**src/rtl/regfile_pkg.sv**
```systemverilog
// Shared types and helpers for the multi-port GPR file.
// The struct is sized for the largest supported DW and register count.
package regfile_pkg;

  localparam int DW_DEF    = 32;
  localparam int DEPTH_DEF = 32;
  localparam int DW_MAX    = 64;
  localparam int AW_MAX    = 16;

  typedef struct packed {
    logic              en;
    logic [AW_MAX-1:0] addr;
    logic [DW_MAX-1:0] data;
  } wr_req_t;

  function automatic logic is_zero_reg(input logic [AW_MAX-1:0] addr, input logic r0_zero);
    return r0_zero && (addr == '0);
  endfunction

endpackage

```
**src/rtl/regfile_mp_if.sv**
```systemverilog
// Decode/writeback bus of the GPR file: read ports, two write ports, reservations.
interface regfile_mp_if #(
  parameter int DW     = 32,
  parameter int AW     = 5,
  parameter int NUM_RD = 2
);
  logic [NUM_RD*AW-1:0] rd_addr;
  logic [NUM_RD*DW-1:0] rd_data;
  logic [NUM_RD-1:0]    rd_busy;
  logic                 wa_en;
  logic [AW-1:0]        wa_addr;
  logic [DW-1:0]        wa_data;
  logic                 wa_cancel;
  logic                 wb_en;
  logic [AW-1:0]        wb_addr;
  logic [DW-1:0]        wb_data;
  logic                 rsv_en;
  logic [AW-1:0]        rsv_addr;
  logic                 flush;
  logic                 busy_any;

  modport master (
    output rd_addr, wa_en, wa_addr, wa_data, wa_cancel,
           wb_en, wb_addr, wb_data, rsv_en, rsv_addr, flush,
    input  rd_data, rd_busy, busy_any
  );

  modport slave (
    input  rd_addr, wa_en, wa_addr, wa_data, wa_cancel,
           wb_en, wb_addr, wb_data, rsv_en, rsv_addr, flush,
    output rd_data, rd_busy, busy_any
  );
endinterface

```
**src/rtl/regfile_scoreboard.sv**
```systemverilog
// Per-register busy vector: flush, then port B clear, then reservation set,
// so a reservation always survives a same-edge flush or clear.
module regfile_scoreboard #(
  parameter  int DEPTH = 32,
  localparam int AW    = $clog2(DEPTH)
) (
  input  logic             clk,
  input  logic             rst_n,
  input  logic             set_en,
  input  logic [AW-1:0]    set_addr,
  input  logic             clr_en,
  input  logic [AW-1:0]    clr_addr,
  input  logic             flush,
  output logic [DEPTH-1:0] busy,
  output logic             busy_any
);

  logic [DEPTH-1:0] busy_q, busy_d;

  always_comb begin
    busy_d = busy_q;
    if (flush)  busy_d = '0;
    if (clr_en) busy_d[clr_addr] = 1'b0;
    if (set_en) busy_d[set_addr] = 1'b1;
  end

  always_ff @(posedge clk or negedge rst_n) begin
    if (!rst_n) busy_q <= '0;
    else        busy_q <= busy_d;
  end

  assign busy     = busy_q;
  assign busy_any = |busy_q;

endmodule

```
**src/rtl/regfile_mp.sv**
```systemverilog
// Multi-port GPR file with long-latency busy scoreboard.
// Optional macro REGFILE_BYPASS_EN forwards committing writes to same-cycle reads.
module regfile_mp
  import regfile_pkg::*;
#(
  parameter  int DW      = DW_DEF,
  parameter  int DEPTH   = DEPTH_DEF,
  parameter  int NUM_RD  = 2,
  parameter  int R0_ZERO = 1,
  localparam int AW      = $clog2(DEPTH)
) (
  input  logic         clk,
  input  logic         rst_n,
  regfile_mp_if.slave  bus
);

  localparam logic R0Z = (R0_ZERO != 0);

  wr_req_t          wa_req, wb_req;
  logic             rsv_ok;
  logic [DW-1:0]    regs_q [DEPTH];
  logic [DW-1:0]    regs_d [DEPTH];
  logic [DEPTH-1:0] busy;
  logic             busy_any;

  // Requests are qualified once here; everything downstream trusts .en.
  always_comb begin
    wa_req.en   = bus.wa_en && !bus.wa_cancel && !is_zero_reg(AW_MAX'(bus.wa_addr), R0Z);
    wa_req.addr = AW_MAX'(bus.wa_addr);
    wa_req.data = DW_MAX'(bus.wa_data);
    wb_req.en   = bus.wb_en && !is_zero_reg(AW_MAX'(bus.wb_addr), R0Z);
    wb_req.addr = AW_MAX'(bus.wb_addr);
    wb_req.data = DW_MAX'(bus.wb_data);
    rsv_ok      = bus.rsv_en && !is_zero_reg(AW_MAX'(bus.rsv_addr), R0Z);
  end

  logic unused_req;
  assign unused_req = ^{wa_req, wb_req};

  // Port A is applied last so it wins a same-address collision.
  always_comb begin
    regs_d = regs_q;
    if (wb_req.en) regs_d[wb_req.addr[AW-1:0]] = wb_req.data[DW-1:0];
    if (wa_req.en) regs_d[wa_req.addr[AW-1:0]] = wa_req.data[DW-1:0];
  end

  always_ff @(posedge clk or negedge rst_n) begin
    if (!rst_n) regs_q <= '{default: '0};
    else        regs_q <= regs_d;
  end

  regfile_scoreboard #(.DEPTH(DEPTH)) u_sb (
    .clk      (clk),
    .rst_n    (rst_n),
    .set_en   (rsv_ok),
    .set_addr (bus.rsv_addr),
    .clr_en   (wb_req.en),
    .clr_addr (wb_req.addr[AW-1:0]),
    .flush    (bus.flush),
    .busy     (busy),
    .busy_any (busy_any)
  );

  assign bus.busy_any = busy_any;

  for (genvar i = 0; i < NUM_RD; i++) begin : g_rd
    logic [AW-1:0] a;
    logic [DW-1:0] rdat;
    logic          rbusy;

    assign a = bus.rd_addr[i*AW +: AW];

    always_comb begin
      rdat  = regs_q[a];
      rbusy = busy[a];
`ifdef REGFILE_BYPASS_EN
      if (wa_req.en && wa_req.addr[AW-1:0] == a)      rdat = wa_req.data[DW-1:0];
      else if (wb_req.en && wb_req.addr[AW-1:0] == a) rdat = wb_req.data[DW-1:0];
      if (wb_req.en && wb_req.addr[AW-1:0] == a)      rbusy = 1'b0;
`endif
      // Forwarding must not leak input data while the array is held in reset.
      if (!rst_n) begin
        rdat  = '0;
        rbusy = 1'b0;
      end
    end

    assign bus.rd_data[i*DW +: DW] = rdat;
    assign bus.rd_busy[i]          = rbusy;
  end

endmodule

```
**src/flat_wrapper.sv**
```systemverilog
// flat-port wrapper written by rule: the top's interface ports become plain ports
module regfile_mp_flat import regfile_pkg::*;
#(
  parameter  int DW      = DW_DEF,
  parameter  int DEPTH   = DEPTH_DEF,
  parameter  int NUM_RD  = 2,
  parameter  int R0_ZERO = 1,
  localparam int AW      = $clog2(DEPTH)
)
  (clk, rst_n, bus_rd_addr, bus_wa_en, bus_wa_addr, bus_wa_data, bus_wa_cancel, bus_wb_en, bus_wb_addr, bus_wb_data, bus_rsv_en, bus_rsv_addr, bus_flush, bus_rd_data, bus_rd_busy, bus_busy_any);
  regfile_mp_if #(.DW(DW), .AW(5), .NUM_RD(NUM_RD)) bus_i ();
  input  logic clk;
  input  logic rst_n;
  input wire logic [$bits(bus_i.rd_addr)-1:0] bus_rd_addr;
  input wire logic [$bits(bus_i.wa_en)-1:0] bus_wa_en;
  input wire logic [$bits(bus_i.wa_addr)-1:0] bus_wa_addr;
  input wire logic [$bits(bus_i.wa_data)-1:0] bus_wa_data;
  input wire logic [$bits(bus_i.wa_cancel)-1:0] bus_wa_cancel;
  input wire logic [$bits(bus_i.wb_en)-1:0] bus_wb_en;
  input wire logic [$bits(bus_i.wb_addr)-1:0] bus_wb_addr;
  input wire logic [$bits(bus_i.wb_data)-1:0] bus_wb_data;
  input wire logic [$bits(bus_i.rsv_en)-1:0] bus_rsv_en;
  input wire logic [$bits(bus_i.rsv_addr)-1:0] bus_rsv_addr;
  input wire logic [$bits(bus_i.flush)-1:0] bus_flush;
  output wire logic [$bits(bus_i.rd_data)-1:0] bus_rd_data;
  output wire logic [$bits(bus_i.rd_busy)-1:0] bus_rd_busy;
  output wire logic [$bits(bus_i.busy_any)-1:0] bus_busy_any;
  assign bus_i.rd_addr = bus_rd_addr;
  assign bus_i.wa_en = bus_wa_en;
  assign bus_i.wa_addr = bus_wa_addr;
  assign bus_i.wa_data = bus_wa_data;
  assign bus_i.wa_cancel = bus_wa_cancel;
  assign bus_i.wb_en = bus_wb_en;
  assign bus_i.wb_addr = bus_wb_addr;
  assign bus_i.wb_data = bus_wb_data;
  assign bus_i.rsv_en = bus_rsv_en;
  assign bus_i.rsv_addr = bus_rsv_addr;
  assign bus_i.flush = bus_flush;
  assign bus_rd_data = bus_i.rd_data;
  assign bus_rd_busy = bus_i.rd_busy;
  assign bus_busy_any = bus_i.busy_any;
  regfile_mp #(.DW(DW), .DEPTH(DEPTH), .NUM_RD(NUM_RD), .R0_ZERO(R0_ZERO)) u_core (.clk(clk), .rst_n(rst_n), .bus(bus_i));
endmodule
```
**config.mk**
```make
export PLATFORM = sky130hd
export DESIGN_NAME = regfile_mp_flat
export DESIGN_NICKNAME = d
export VERILOG_FILES = /design/src/rtl/regfile_pkg.sv /design/src/rtl/regfile_mp_if.sv /design/src/rtl/regfile_scoreboard.sv /design/src/rtl/regfile_mp.sv /design/src/flat_wrapper.sv
export SDC_FILE = /design/constraint.sdc
export NUM_CORES = 2
export LEC_CHECK = 0
export CORE_ASPECT_RATIO = 1.1
export CORE_UTILIZATION = 57
export DETAILED_ROUTE_END_ITERATION = 16
export PLACE_DENSITY = 0.75
export SLEW_MARGIN = 25
export SYNTH_ARGS = -nofsm -noshare
export SYNTH_HDL_FRONTEND = slang
export SYNTH_SLANG_ARGS = --single-unit
export TNS_END_PERCENT = 1
```
**constraint.sdc**
```tcl
create_clock -name clk -period 2.72 [get_ports clk]
set_input_delay 0.544 -clock clk [delete_from_list [all_inputs] [get_ports clk]]
set_output_delay 0.544 -clock clk [all_outputs]
set_load 0.05 [all_outputs]
```
==> flow_metrics.tcl <==
set metrics [dict create \
    tritoncts.num_buffers 112 \
    die_y_um 357 \
    die_width_um 324 \
    ff2ff_setup_slack_ns 1.79 \
    cp-start-kind "flop" \
    timing.setup.critical_path_class "flop to output pin" \
    swShare_pct 32.0 \
    yosys.cell_types.count 45 \
    std_cell_rows 129 \
    core_area_um2 113000 \
    crit_required_ns 2.18 \
    post_drt_via_cell_ratio 7.27 \
    critical_path.reg2reg.startpoint "u_core.u_sb.busy[15]" \
    grt_first_pass_wirelength_um 376000 \
    initial_utilization_pct 57.7 \
    synth_top_flop_cell "dfrtp_1" \
    remaining_routing_drc_violations 0 \
    multi_input_area_um2 38000 \
    finalNonFillerCells 7770 \
    r2r.worst_path.cells 3 \
    synth.area.top_cells "dfrtp_1 41%, mux2i_1 17%, mux4_2 16%, a21oi_1 5.2%, nor2_1 3.9%" \
    r2r-end "u_core.u_sb.busy[15]" \
    hold_class "primary input to asynchronous set/reset pin" \
    layout_cell_share_with_drive_strength_beyond_1_pct 27.1 \
    synth.cell_area_um2 65100 \
    clock_tree.buffer_depth 3 \
    timing.max_cap.violations 0 \
    clkSlewWorstSetupHoldPaths_ns 0.06 \
    run_status "finished with violations" \
    regArea_um2 26400 \
    detailed_place_hpwl_um 164000 \
    synth_fp_nets 6156 \
    floorplan.die_area_um2 116000 \
    hold_viol 0 \
    worst_slack_ns -0.430 \
    final.period_utilization_pct 116 \
    critical_path.endpoint_type "output pin" \
    clock_power_share_pct 29.4 \
    ys_async_sr_fraction_pct 100 \
    fillers 7538 \
    avgSynthCellArea_um2 10.7 \
    wire_per_inst_um 33.4 \
    worst_clock_skew_ns 0 \
    clock-sinks 1056 \
    vias 56465 \
    power_frac_seq_pct 42.2 \
    period_minus_slack_ns 3.15 \
    ant_nets 0 \
    synth.yosys.warnings 0 \
    top_level_ports 163 \
    post-synth-top-area-cell "dfrtp_1" \
    synth_sequential_area_ratio_pct 40.6 \
    failed_checks "setup timing" \
    number_of_global_route_vias_before_repair 56357 \
    synthesis.instances 6060 \
    wirelength_um 260000 \
    grt_usage_pct 44.5 \
    leakagePower_nw 34.2 \
    port_buffers 162 \
    htree_num_levels 3 \
    synth_edf_count 0 \
    grt_antenna_before_repair 7 \
    nNetsFinal 6269 \
    intPower_mw 37.3 \
    path_max_fanout 4 \
    layout-area-overhead-vs-synth_pct 22.0 \
    worst_ir_drop_vdd_mv 0.585 \
    clk-insertion-delay-late_ns 0.74 \
    power.net_switching_mw 17.5 \
    power_density_over_the_cells_nw_per_um2 691 \
    slew_headroom_pct 41.0 \
    detail_route.first_pass.iterations 8 \
    grt_max_degree 138 \
    postSynthRegisterBits 1056 \
    cts_tree "built" \
    worst_slew_pin_slew_ns 0.885 \
    worst_ep_arrival_time_ns 2.61 \
    maxSlewViolCount 0 \
    final_setup_fails 67 \
    grt.overflow.total 0 \
    timing.fmax_mhz 318 \
    comb_power_share_pct 28.4 \
    placed_cells_incl_taps 7559 \
    last_weighted_congestion_value_of_the_routability_driven_placer 0.965 \
    root_buffer "clkbuf_16" \
    drt_first_iter_violations 8409 \
    synth.top_cell.area_share_pct 40.6 \
    fin_hold_ws_ns 0.0156 \
    grt_setup_unrepaired "true" \
]
-- synthesized netlist by cell type (3+ instances only) --
master        n
and4_1        6
o21ai_0     348
a221oi_1     50
a22oi_1      66
nand3b_1     14
and4bb_2      3
inv_1        18
or2_2         4
a31oi_1      66
or3_1         3
buf_6         4
mux2i_1    1123
buf_2       184
nor2b_1      19
nand2b_1      7
a21oi_1     672
nand4b_1      8
nor2_1      682
o2111ai_1    16
buf_4        27
nand3_1      19
and4b_1       3
and2_1        4
dfrtp_1    1056
o21ai_1      35
o221ai_1     66
clkbuf_1    518
nand2_1     370
nor2_2       12
o32ai_1      16
nand4_1       7
mux2_2      132
mux4_2      462
buf_1        22
nor4_1        8
-- through the flow --
| stage | area, um^2 | utilization [%] | total power, mW | setup TNS [ns] | setup WS (ns) |
|---|---|---|---|---|---|
| after floorplan | 66300 | - | 32.5 | -2.66 | -0.0438 |
| after global placement | 74400 | 66.0 | 36.8 | -21.44 | -0.660 |
| after detailed placement | 74400 | 66.0 | 37.7 | -21.65 | -0.667 |
| after CTS | 79200 | 70.2 | 54.1 | -20.64 | -0.402 |
| after global routing | 79500 | 70.4 | 56.6 | -23.21 | -0.446 |
| final | 79500 | 70.4 | 54.9 | -21.78 | -0.430 |
-- routing by layer --
layer / track usage [%] / wire (um)
met1: 53.7 / 88000
met2: 64.1 / 111000
met3: 16.0 / 36300
met4: 36.6 / 24300
met5: 1.49 / 330
-- power groups by stage --
stage               clock network, mW  logic [mW]  registers, mW
finish                           16.1        15.6           23.2
global placement                    0        14.0           22.8
CTS                              16.1        15.1           22.9
floorplan                           0        10.6           21.9
global route                     16.7        16.4           23.5
detailed placement                  0        14.6           23.1
-- sequential cells by signal, indices dropped and copies added (netlist names) --
register / count
u_core.regs_q: 1024
u_core.u_sb.busy: 32
-- kinds of logic (layout without fill, tap and decap cells) --
group / count (synthesis) / in the layout / share of synthesized area [%]
AOI/OAI and AO/OA: 1338 / 1338 / 11.5
DFF: 1056 / 1056 / 40.6
other: 0 / 2 / 0
muxes: 1717 / 1717 / 35.5
buffers and inverters: 773 / 975 / 5.01
and+or+nand+nor: 1176 / 1176 / 7.38
-- layout make-up --
cell class / instances / area share (%)
well taps: 1506 / 2.37
diodes: 2 / 0.00630
clock inverters: 38 / 0.564
flip-flops and latches: 1056 / 33.3
inverters: 18 / 0.0913
multi-input cells: 4231 / 47.8
clock buffers: 165 / 4.21
repair buffers: 754 / 11.7
-- critical path, cell delays in order, from the launching register on --
cell and delay (ns):
dfrtp_1 0.43, mux4_2 0.49, mux2_4 0.30, o221ai_4 0.19
a31oi_1 0.06, buf_4 0.23, buf_12 0.16
-- what timing repair did --
action                                  CTS  global route
endpoints found under the hold margin   190             0
setup buffers                             1             3
hold buffers                              4             0
endpoints found under the setup margin   67            67
pin swaps                                28            11
resized for setup                       158            36
-- worst max-delay path by stage --
stage | start | to | slack [ns] | cells after the start
2_1_floorplan | bus_rd_addr[6] | bus_rd_data[32] | -0.04 | 7
3_3_place_gp | bus_rd_addr[5] | bus_rd_busy[1] | -0.66 | 10
3_5_place_dp | bus_rd_addr[5] | bus_rd_busy[1] | -0.67 | 10
4_1_cts | u_core.regs_q[908] | bus_rd_data[44] | -0.40 | 6
5_1_grt | u_core.u_sb.busy[6] | bus_rd_busy[0] | -0.45 | 6
6_report | u_core.u_sb.busy[3] | bus_rd_busy[0] | -0.43 | 6
-- layout by cell type, fill, tap and decap left out, types with 9 or more instances in the layout --
cell type and count:
bufinv_16 9, clkbuf_16 114, o21ai_1 81, clkbuf_8 30
clkbuf_1 21, inv_1 16, nor2_1 679, a21oi_1 672
o221ai_4 28, nand3_4 14, nand2_1 359, buf_4 378
nand3b_1 14, clkdlybuf4s50_1 84, dfrtp_1 1056, mux4_2 462
nor2b_1 11, o2111ai_1 15, buf_12 251, o221ai_2 38
a31oi_4 65, clkinv_2 21, nand2_4 11, nor2_4 14
o32ai_1 16, mux2i_1 1123, mux2_4 47, o21ai_0 299
a221oi_1 47, a22oi_1 30, a22oi_2 36, mux2_2 85
buf_6 23
No activity file was read; power rests on OpenSTA's default activity.
